===== config.mk =====
export PLATFORM = sky130hd
export DESIGN_NAME = hamming_decoder_pipe
export DESIGN_NICKNAME = d
export VERILOG_FILES = /design/src/rtl/hamming_decoder_pipe.sv
export SDC_FILE = /design/constraint.sdc
export NUM_CORES = 1
export LEC_CHECK = 0
export BUFFER_PORTS_ARGS = -buffer_cell sky130_fd_sc_hd__buf_2
export CORE_AREA = 2 2 85 95
export CTS_CLUSTER_DIAMETER = 30
export CTS_CLUSTER_SIZE = 20
export DETAILED_ROUTE_END_ITERATION = 6
export DIE_AREA = 0 0 87 97
export SYNTH_ARGS = -nofsm -noshare
export SYNTH_HDL_FRONTEND = slang
export SYNTH_SLANG_ARGS = --single-unit

===== constraint.sdc =====
create_clock -name clk -period 1.9 [get_ports clk]
set_input_delay 0.095 -clock clk [delete_from_list [all_inputs] [get_ports clk]]
set_output_delay 0.095 -clock clk [all_outputs]
set_load 0.01 [all_outputs]

===== src/rtl/hamming_decoder_pipe.sv =====
// hamming_decoder_pipe: streaming Hamming(7,4) single-error-correcting decoder.
// Two registered stages (syndrome, then correct) with valid/ready on both sides,
// plus saturating counters of delivered and corrected words.
//
// Ports:
//   clk, rst        rising-edge clock, asynchronous active-high reset
//   in_code[6:0]    codeword {p1,p2,d1,p3,d2,d3,d4}; code position k = bit [7-k]
//   in_valid/ready  input handshake (in_ready is combinational from out_ready)
//   out_data[3:0]   corrected data {d1,d2,d3,d4}
//   out_syndrome    {s3,s2,s1}; 0 = clean, else erroneous code position 1..7
//   out_corrected   a bit was flipped (syndrome non-zero)
//   out_valid/ready output handshake; out_* come straight from flops
//   cnt_clr         synchronous clear of both counters (wins over a handshake)
//   word_cnt        delivered words, saturating at 2^CNT_W-1
//   corr_cnt        delivered words with out_corrected=1, saturating
module hamming_decoder_pipe #(
    parameter int unsigned CNT_W = 16
) (
    input  logic             clk,
    input  logic             rst,
    input  logic [6:0]       in_code,
    input  logic             in_valid,
    output logic             in_ready,
    output logic [3:0]       out_data,
    output logic [2:0]       out_syndrome,
    output logic             out_corrected,
    output logic             out_valid,
    input  logic             out_ready,
    input  logic             cnt_clr,
    output logic [CNT_W-1:0] word_cnt,
    output logic [CNT_W-1:0] corr_cnt
);

    localparam int unsigned CODE_W = 7;
    localparam int unsigned DATA_W = 4;
    localparam int unsigned SYN_W  = 3;
    localparam logic [CNT_W-1:0] CNT_MAX = '1;

    // stage 1 registers
    logic              s1_valid;
    logic [CODE_W-1:0] s1_code;
    logic [SYN_W-1:0]  s1_syn;

    // handshake / flow-control terms
    logic              in_fire;
    logic              out_fire;
    logic              s2_adv;
    logic              s1_adv;

    // combinational datapath
    logic [SYN_W-1:0]  syn_c;
    logic [CODE_W-1:0] flip_mask_c;
    logic [CODE_W-1:0] fixed_code_c;
    logic [DATA_W-1:0] fixed_data_c;

    // Flow control: stage 2 frees up when empty or being drained this cycle.
    always_comb begin
        s2_adv   = !out_valid || out_ready;
        s1_adv   = s1_valid && s2_adv;
        in_ready = !s1_valid || s1_adv;
        in_fire  = in_valid && in_ready;
        out_fire = out_valid && out_ready;
    end

    // Syndrome of the incoming word; each bit checks the positions whose index has that bit set.
    always_comb begin
        syn_c    = '0;
        syn_c[0] = in_code[6] ^ in_code[4] ^ in_code[2] ^ in_code[0];
        syn_c[1] = in_code[5] ^ in_code[4] ^ in_code[1] ^ in_code[0];
        syn_c[2] = in_code[3] ^ in_code[2] ^ in_code[1] ^ in_code[0];
    end

    // Stage 1: capture codeword and syndrome on each input handshake.
    always_ff @(posedge clk or posedge rst) begin
        if (rst) begin
            s1_valid <= 1'b0;
            s1_code  <= '0;
            s1_syn   <= '0;
        end else begin
            if (in_fire) begin
                s1_valid <= 1'b1;
                s1_code  <= in_code;
                s1_syn   <= syn_c;
            end else if (s1_adv) begin
                s1_valid <= 1'b0;
            end
        end
    end

    // Correction: syndrome S names code position S, which lives at bit [7-S].
    // A double error yields a valid-looking S and is silently miscorrected.
    always_comb begin
        flip_mask_c = '0;
        for (int i = 0; i < int'(CODE_W); i++) begin
            flip_mask_c[i] = (s1_syn == SYN_W'(7 - i));
        end
        fixed_code_c = s1_code ^ flip_mask_c;
        fixed_data_c = {fixed_code_c[4], fixed_code_c[2], fixed_code_c[1], fixed_code_c[0]};
    end

    // Stage 2: output registers; payload only loads when a word moves in, so it holds under stall.
    always_ff @(posedge clk or posedge rst) begin
        if (rst) begin
            out_valid     <= 1'b0;
            out_data      <= '0;
            out_syndrome  <= '0;
            out_corrected <= 1'b0;
        end else if (s2_adv) begin
            out_valid <= s1_valid;
            if (s1_valid) begin
                out_data      <= fixed_data_c;
                out_syndrome  <= s1_syn;
                out_corrected <= (s1_syn != '0);
            end
        end
    end

    // Statistics: count output handshakes, saturate at all-ones, clear has priority.
    always_ff @(posedge clk or posedge rst) begin
        if (rst) begin
            word_cnt <= '0;
            corr_cnt <= '0;
        end else if (cnt_clr) begin
            word_cnt <= '0;
            corr_cnt <= '0;
        end else if (out_fire) begin
            if (word_cnt != CNT_MAX) begin
                word_cnt <= word_cnt + CNT_W'(1);
            end
            if (out_corrected && (corr_cnt != CNT_MAX)) begin
                corr_cnt <= corr_cnt + CNT_W'(1);
            end
        end
    end

endmodule

==> results of run 1 <==
## worst paths after layout
check	start	to	slack, ns	cells past startpoint
worst max-delay path	corr_cnt[1]	corr_cnt[13]	0.13	6
worst min-delay path	in_code[2]	s1_code[2]	0.05	2
worst max register to register	corr_cnt[1]	corr_cnt[13]	0.13	6
worst min register to register	out_data[2]	out_data[2]	0.49	2
max in group asynchronous	rst	corr_cnt[14]	1.00	4
min in group asynchronous	rst	corr_cnt[7]	0.37	3
## per-stage QoR
stage	area, µm²	util [%]	instances	power, mW
floorplan	2570	-	256	1.440
detailed placement	3069	41.53	409	1.599
global placement	3069	41.53	409	1.593
global route	3206	43.37	419	2.487
finish	3206	43.37	419	2.361
CTS	3206	43.37	419	2.401
## power breakdown
group	switching (mW)	internal (mW)
Sequential	0.0788	1.13
Combinational	0.191	0.172
Clock	0.358	0.430
## metal layers
layer | GRT usage, % | part of all wire, % | wire, µm
met1 | 19.52 | 46 | 2782
met2 | 24.96 | 48 | 2912
met3 | 3.925 | 5.0 | 301
met4 | 4.327 | 1.3 | 76
met5 | 0 | 0 | 0
## area by class of cell
type | instances | area, µm²
Clock inverter | 1 | 30.03
Tap cell | 87 | 108.9
Multi-Input combinational cell | 195 | 1291
Timing Repair Buffer | 74 | 440.4
Clock buffer | 7 | 86.33
Fill cell | 720 | 4185
Sequential cell | 49 | 1226
Inverter | 6 | 22.52
## timing repair
item	4_1_cts	5_1_grt
hold buffers	2	0
resized for setup	0	0
endpoints found under the hold margin	24	0
## cell usage in the layout (no fill, tap or decap), types with 2 or more instances in the layout
| cell type | synthesis | routed |
|---|---|---|
| nand3_1 | 10 | 10 |
| and4_1 | 5 | 5 |
| mux2_2 | 10 | 10 |
| nand4_1 | 12 | 12 |
| xor2_1 | 7 | 7 |
| nor2b_1 | 3 | 3 |
| buf_4 | 2 | 18 |
| or4_1 | 10 | 10 |
| clkbuf_8 | 0 | 6 |
| nand2_1 | 24 | 24 |
| o21ai_0 | 19 | 19 |
| or3_2 | 2 | 2 |
| nor2_1 | 9 | 9 |
| a21oi_1 | 21 | 21 |
| xnor2_1 | 8 | 8 |
| o211ai_1 | 2 | 2 |
| nand2b_1 | 3 | 3 |
| nand3b_1 | 3 | 3 |
| buf_2 | 0 | 53 |
| o2111ai_1 | 2 | 2 |
| ha_1 | 2 | 2 |
| dfrtp_1 | 49 | 49 |
| inv_1 | 6 | 5 |
| o31ai_1 | 10 | 10 |
| or3_1 | 8 | 8 |
| dlygate4sd3_1 | 0 | 2 |
| nor3_1 | 5 | 5 |
| o21a_1 | 2 | 2 |
| and3_1 | 3 | 3 |
## flip-flops by register name, summed over array words and instances, names as in the netlist
signal / flops
corr_cnt: 16
out_corrected: 1
out_data: 4
out_syndrome: 3
out_valid: 1
s1_code: 4
s1_syn: 3
s1_valid: 1
word_cnt: 16
## cell families (layout without fill, tap and decap cells)
| kind of cell | count (synthesis) | after routing | synth area share (%) |
|---|---|---|---|
| AND/OR/NAND/NOR | 108 | 108 | 25.07 |
| AO/OA/AOI/OAI | 59 | 59 | 14.31 |
| flip-flops | 49 | 49 | 47.71 |
| XOR/XNOR | 15 | 15 | 5.112 |
| buffers and inverters | 12 | 88 | 2.044 |
| multiplexers | 11 | 11 | 4.771 |
| adder cells (fa/ha/maj) | 2 | 2 | 0.9736 |
==> impl.org, run 1 <==
** Status
- Status :: completed

** Min path
- Hold Path Class :: in -> reg

** Floorplanning
- 54 I/O pins were placed.
- In this run the core area contains 33 standard-cell rows.
- After floorplanning, the core was sized to cover 0.007391 mm².
- The die covers 0.008439 mm².
- Starting Density :: 34.77%
- Die Wd :: 87 µm
- The floorplan step set the die height to 97 µm.

** Yosys
- Yosys attributes the largest share of cell area to dfrtp_1, mux2_2, a21oi_1.
- Most common cell in the synthesized netlist :: dfrtp_1
- Syn Nets :: 270
- The synthesized design contains 0 enable-type register cells.
- Fraction of synthesized cell area taken by the top area cell type :: 47.71%
- Flops & latches, synth :: 49
- Sequential elements use 47.71% of the synthesized area.
- The synthesized netlist occupies a cell area of 0.002570 mm².
- After synthesis, the share of flip-flops with an asynchronous set or reset is 100.0%.
- Synthesized area divided by synthesized cell count :: 10.04 µm²
- Sorting the synthesized cells by how often they occur yields dfrtp_1, nand2_1, a21oi_1, o21ai_0, nand4_1.
- Synth Flop Type :: dfrtp_1
- The largest total area in the synthesized netlist belongs to dfrtp_1.
- Syn Inst Count :: 256
- The number of different library cells used by synthesis comes to 42.
- Total number of yosys warnings :: 0

** Critical path
- Type of origin of the critical path :: flip-flop
- In this design, the largest share of critical-path delay is due to simple AND/OR/NAND/NOR gates.
- Worst EP arrival :: 1.97 ns
- Delay of the slowest cell on the worst path :: 0.42 ns
- The slowest stage of the critical path is the dfrtp_1 cell.
- Required time of the critical path :: 2.09 ns
- Together, buffers and inverters on the worst path number 1.
- Traced cell by cell, the critical path runs through ha_1 -> nand3_1 -> nor4_4 -> buf_4 -> nor3_1 -> mux2_2.
- Of all nets on the critical path, the largest fanout is 7.
- STA classifies the critical path endpoint as a flip-flop.
- Worst Setup Path Type :: reg -> reg

** Cells and area
- The number of antenna diodes in the final layout is 0.
- Compared with the post-synthesis result, the final layout area differs by 24.73%.
- Layout Nets :: 345
- Layout cells sized above 1 :: 30.12%

** Clock network
- Clk buf depth :: 2
- Post-CTS Setup Bufs :: 0
- Clock-pin slew was measured on the worst setup and hold paths at 0.09 ns.
- CTS tree :: yes
- Buffers inserted during clock tree synthesis total 5.
- H-Tree Depth :: 2
- For the worst-skew pair, the clock arrives at the later sink with an insertion delay of 0.31 ns.
- Clock Sinks :: 49
- Root Buffer :: clkbuf_8

** Job
- Total of max-cap violations :: 0

** Timing
- Slew margin rel. :: 60.88%
- Max Fclk :: 564.3 MHz
- Final setup vio count :: 0
- Final-report hold violation count :: 0
- The final critical path takes up 93.27% of the cycle.
- The number of pins with negative max-slew slack in the final report is 0.
- Post-route setup TNS :: 0 ns
- Once routing completed, OpenROAD measured the worst setup slack at 0.1279 ns.
- Setup repair after global routing left no endpoint under its margin.
- Worst-margin pin slew :: 0.5823 ns
- Clock skew on the completed layout was measured at 0.006244 ns.
- The worst path needs 1.772 ns of the cycle, external delays included.
- Hold Worst Slack :: 0.04956 ns

** Routing
- Routed WL per cell :: 14.49 µm
- Before antenna repair, the detailed router went through 4 iterations.
- Summing over every cut layer, the via total after detailed routing is 2280.
- Wirelength, routed :: 6.072 mm
- Remaining design rule violation count :: 0
- Drt first-iter violations :: 119
- In the routed layout, each cell is associated on average with a via count of 5.442.
- In this run the remaining antenna-violating nets after routing total 0.

** Pwr
- The analysis attributes to cell leakage a power of 1.447 nW.
- IR Drop Worst-Case VDD :: 0.0003273 V
- Dividing total power by cell area gives a power density of 736.6 mW/mm².

** Global route
- Global routing used 15.19% of the available tracks.
- Number of global-route vias before repair :: 2145
- Initial antenna violation count :: 0
- GRT overflow :: 0
- The first global-routing pass estimated 10.32 mm of wire.
- Maximum number of pins on one net before global-route repair :: 27

** Placement
- Global placement routability congestion :: 0.7864
- Half-perimeter wire length of the detailed placement result :: 4.474 mm
- Before CTS, the worst setup slack after placement is 0.1456 ns.
- Port buffering added 53 buffers.
No activity file was read; power rests on OpenSTA's default activity.
==> run 2, diff against run 1 <==
Clock period 1.9 ns to 2.2 ns, I/O delays scaled along.
==> run 2 against run 1 <==
  * Sequential power fell by 14%
  * Wire length decreased by 4.4%
  * Worst setup slack better by 0.16 ns
  * Critical path depth stayed put
  * Die area is the same
  * Core utilization down 1.6 points
==> impl.org, run 2 (synthesis results as in run 1) <==
** Routing
- For this block, the initial DRC count from the detailed router was 66.
- Wirelength, routed :: 5.805 mm
- The count of nets left with antenna violations once routing finished came out at 0.
- After detailed routing, the number of remaining DRC violations is 0.
- In the routed layout, each cell is associated on average with a via count of 5.404.
- Vias post-DR :: 2194
- Routed WL per cell :: 14.30 µm
- First-pass iteration count of the detailed router :: 4

** Timing
- Measured against its own limit, the worst slew margin works out to 64.42%.
- For the pin with the worst max-slew slack, the measured transition is 0.5330 ns.
- Based on the critical path, the design can be clocked at up to 523.1 MHz.
- Final-report hold violation count :: 0
- Worst-case clock skew :: 0.005935 ns
- Post-route setup TNS :: 0 ns
- The number of pins with negative max-slew slack in the final report is 0.
- Setup violations remaining at the end of the flow were counted as 0.
- The worst path needs 1.912 ns of the cycle, external delays included.
- RSZ-0062 raised after global routing :: no
- Share of the clock period used by the worst path after layout :: 86.89%
- Across all hold checks on the routed design, the worst slack comes to 0.01337 ns.
- After layout, the worst setup slack is 0.2883 ns.

** Floorplanning
- Boundary pin count :: 54
- Row generation in the floorplan step produced 33 rows.
- Vertical die dimension :: 97 µm
- From left edge to right edge, the die measures 87 µm.
- The die covers 0.008439 mm².
- Total core area :: 0.007391 mm²
- Starting Density :: 34.77%

** Pwr
- Power consumption :: 1.933 mW
- Per report_power, the combinational group accounts for 15.6% of the total.
- For this design the total switching power over the nets is 531.8 µW.
- Power spread over the standard cell area amounts to 625.3 mW/mm².
- The internal power of the cells totals 1.401 mW.
- Flop pwr share :: 54.1%
- Switching fraction of total power :: 27.52%
- The share of total power dissipated in the clock network is 30.3%.
- Leakage power of the design :: 1.377 nW
- IR Drop Worst-Case VDD :: 0.0002817 V

** Critical path
- Required time of the critical path :: 2.38 ns
- Critical path endpoint :: word_cnt[1]
- In this design, the largest share of critical-path delay is due to compound AO/OA/AOI/OAI gates.
- On the worst path, the slowest cell contributes a delay of 0.46 ns.
- Of all nets on the critical path, the largest fanout is 8.
- The worst setup path is launched from a flip-flop.
- Worst reg2reg path endpoint :: word_cnt[1]
- STA puts the critical path data arrival time at 2.09 ns.
- The critical path is of the reg -> reg type.
- Counting both buffers and inverters, the worst setup path holds a total of 1.
- The worst setup path is captured at a flip-flop.
- Cell depth of the worst flop-to-flop path :: 6
- Cell with the largest stage delay on the worst path :: o41ai_4
- The signal on the critical path passes through ha_1 -> nand3_1 -> o41ai_4 -> buf_4 -> mux2i_1 -> nor2_1.
- Startpoint of the worst-slack reg-to-reg timing path :: word_cnt[0]
- The most critical setup path has its startpoint at word_cnt[0].
- Levels on crit path :: 6
- Reg2reg setup slack :: 0.29 ns

** Cells and area
- Multi-input logic area :: 0.001291 mm²
- Fill cell total of the finished layout :: 750
- Layout cells sized above 1 :: 27.90%
- Final antenna diode count :: 0
- Leaving out fill and tap cells, the most frequent cell in the layout is buf_2.
- Layout Nets :: 332
- Final standard cell area without fillers :: 0.003090 mm²
- Final instance count without filler cells :: 406
- Layout overhead on the synthesized area :: 20.25%
- Top Registers :: corr_cnt (16), word_cnt (16)
- Registers take 0.001226 mm².
- Measured on the finished design, the core utilization comes to 41.81%.
- Commonest cells after routing, fill and taps aside :: buf_2, dfrtp_1, nand2_1

** Min path
- The min-delay analysis places its worst path in the category in -> reg.

** Placement
- Post-DP Area :: 0.002979 mm²
- Port buffering added 53 buffers.
- Detailed placement ended at an HPWL of 4.282 mm.
- # placed instances :: 397
- Routability-driven placement finished with a final weighted congestion of 0.8082.
- Setup Slack @ Placement :: 0.2895 ns

** Clock network
- Clock buffers created by TritonCTS :: 5
- CTS tree :: yes
- Once the clock tree was built, the resizer swapped 0 gates to a different size.
- Buffers added to address setup during post-CTS repair amount to 0.
- No sink is reached through more buffers than the 2 on the longest clock path.
- The H-tree was split into 2 levels.
- Root Buffer :: clkbuf_8
- Clock transition at the registers of the reported paths :: 0.09 ns
- The clock reaches the later pin of the worst-skew pair after 0.30 ns.
- Counting every sink on the clock net gives 49.

** Global route
- Entering global routing, the biggest net connects 30 pins.
- In the global route stage, overall resource usage came out at 14.60%.
- The first global-routing pass estimated 9.963 mm of wire.
- Summed over all layers, the global routing overflow is 0.
- Initial antenna violation count :: 0
- The via count of the first global-routing pass came to 2100.

** Job
- Total of max-cap violations :: 0

** Status
- Status :: completed
[run 2: cell types whose count changed in the layout (fill, tap and decap cells not counted), sizes merged]
cell,delta
buf,-12
bufinv,-1
clkinv,+1
dlygate4sd3,-1
[run 2: how the worst min path moves through the flow]
stage	from	end	slack (ns)	depth (start not counted)
after CTS	in_valid	s1_valid	0.001	2
after global routing	in_valid	s1_valid	0.02	2
after detailed placement	rst	word_cnt[4]	0.20	2
after global placement	rst	word_cnt[1]	0.19	2
after floorplan	in_valid	s1_valid	0.22	1
final	in_valid	s1_valid	0.01	2
[run 2: worst reg2reg max path: cells and delay by family (launching register included)]
kind	cells	cell delay [ns]
AO/OA/AOI/OAI	1	0.47
flip-flops	1	0.42
AND/OR/NAND/NOR	2	0.27
buffers and inverters	1	0.22
adder cells (fa/ha/maj)	1	0.21
multiplexers	1	0.21
[run 2: repair_timing]
action	4_1_cts	5_1_grt
endpoints found under the setup margin	0	0
endpoints found under the hold margin	22	0
hold buffers	1	0
[run 2: area by class of cell]
| cell class | count | share of cell area, % |
|---|---|---|
| Multi-Input combinational cell | 195 | 41.78 |
| Sequential cell | 49 | 39.68 |
| Timing Repair Buffer | 61 | 11.01 |
| Tap cell | 87 | 3.522 |
| Clock buffer | 7 | 3.117 |
| Inverter | 6 | 0.7287 |
| Clock inverter | 1 | 0.1619 |
[run 2: metal layers]
metal / track usage, % / wire, µm / vias to the layer above
met1: 18.06 / 2644 / 1061
met2: 24.66 / 2855 / 39
met5: 0 / 0 / -
li1: - / - / 1088
met4: 4.207 / 53 / 0
met3: 3.840 / 252 / 6
[run 2: power by group through the flow]
stage	combinational [mW]	clock (mW)	sequential, mW
detailed placement	0.307	0	1.07
global placement	0.301	0	1.06
finish	0.302	0.586	1.04
global route	0.343	0.645	1.06
CTS	0.310	0.614	1.05
floorplan	0.166	0	1.08
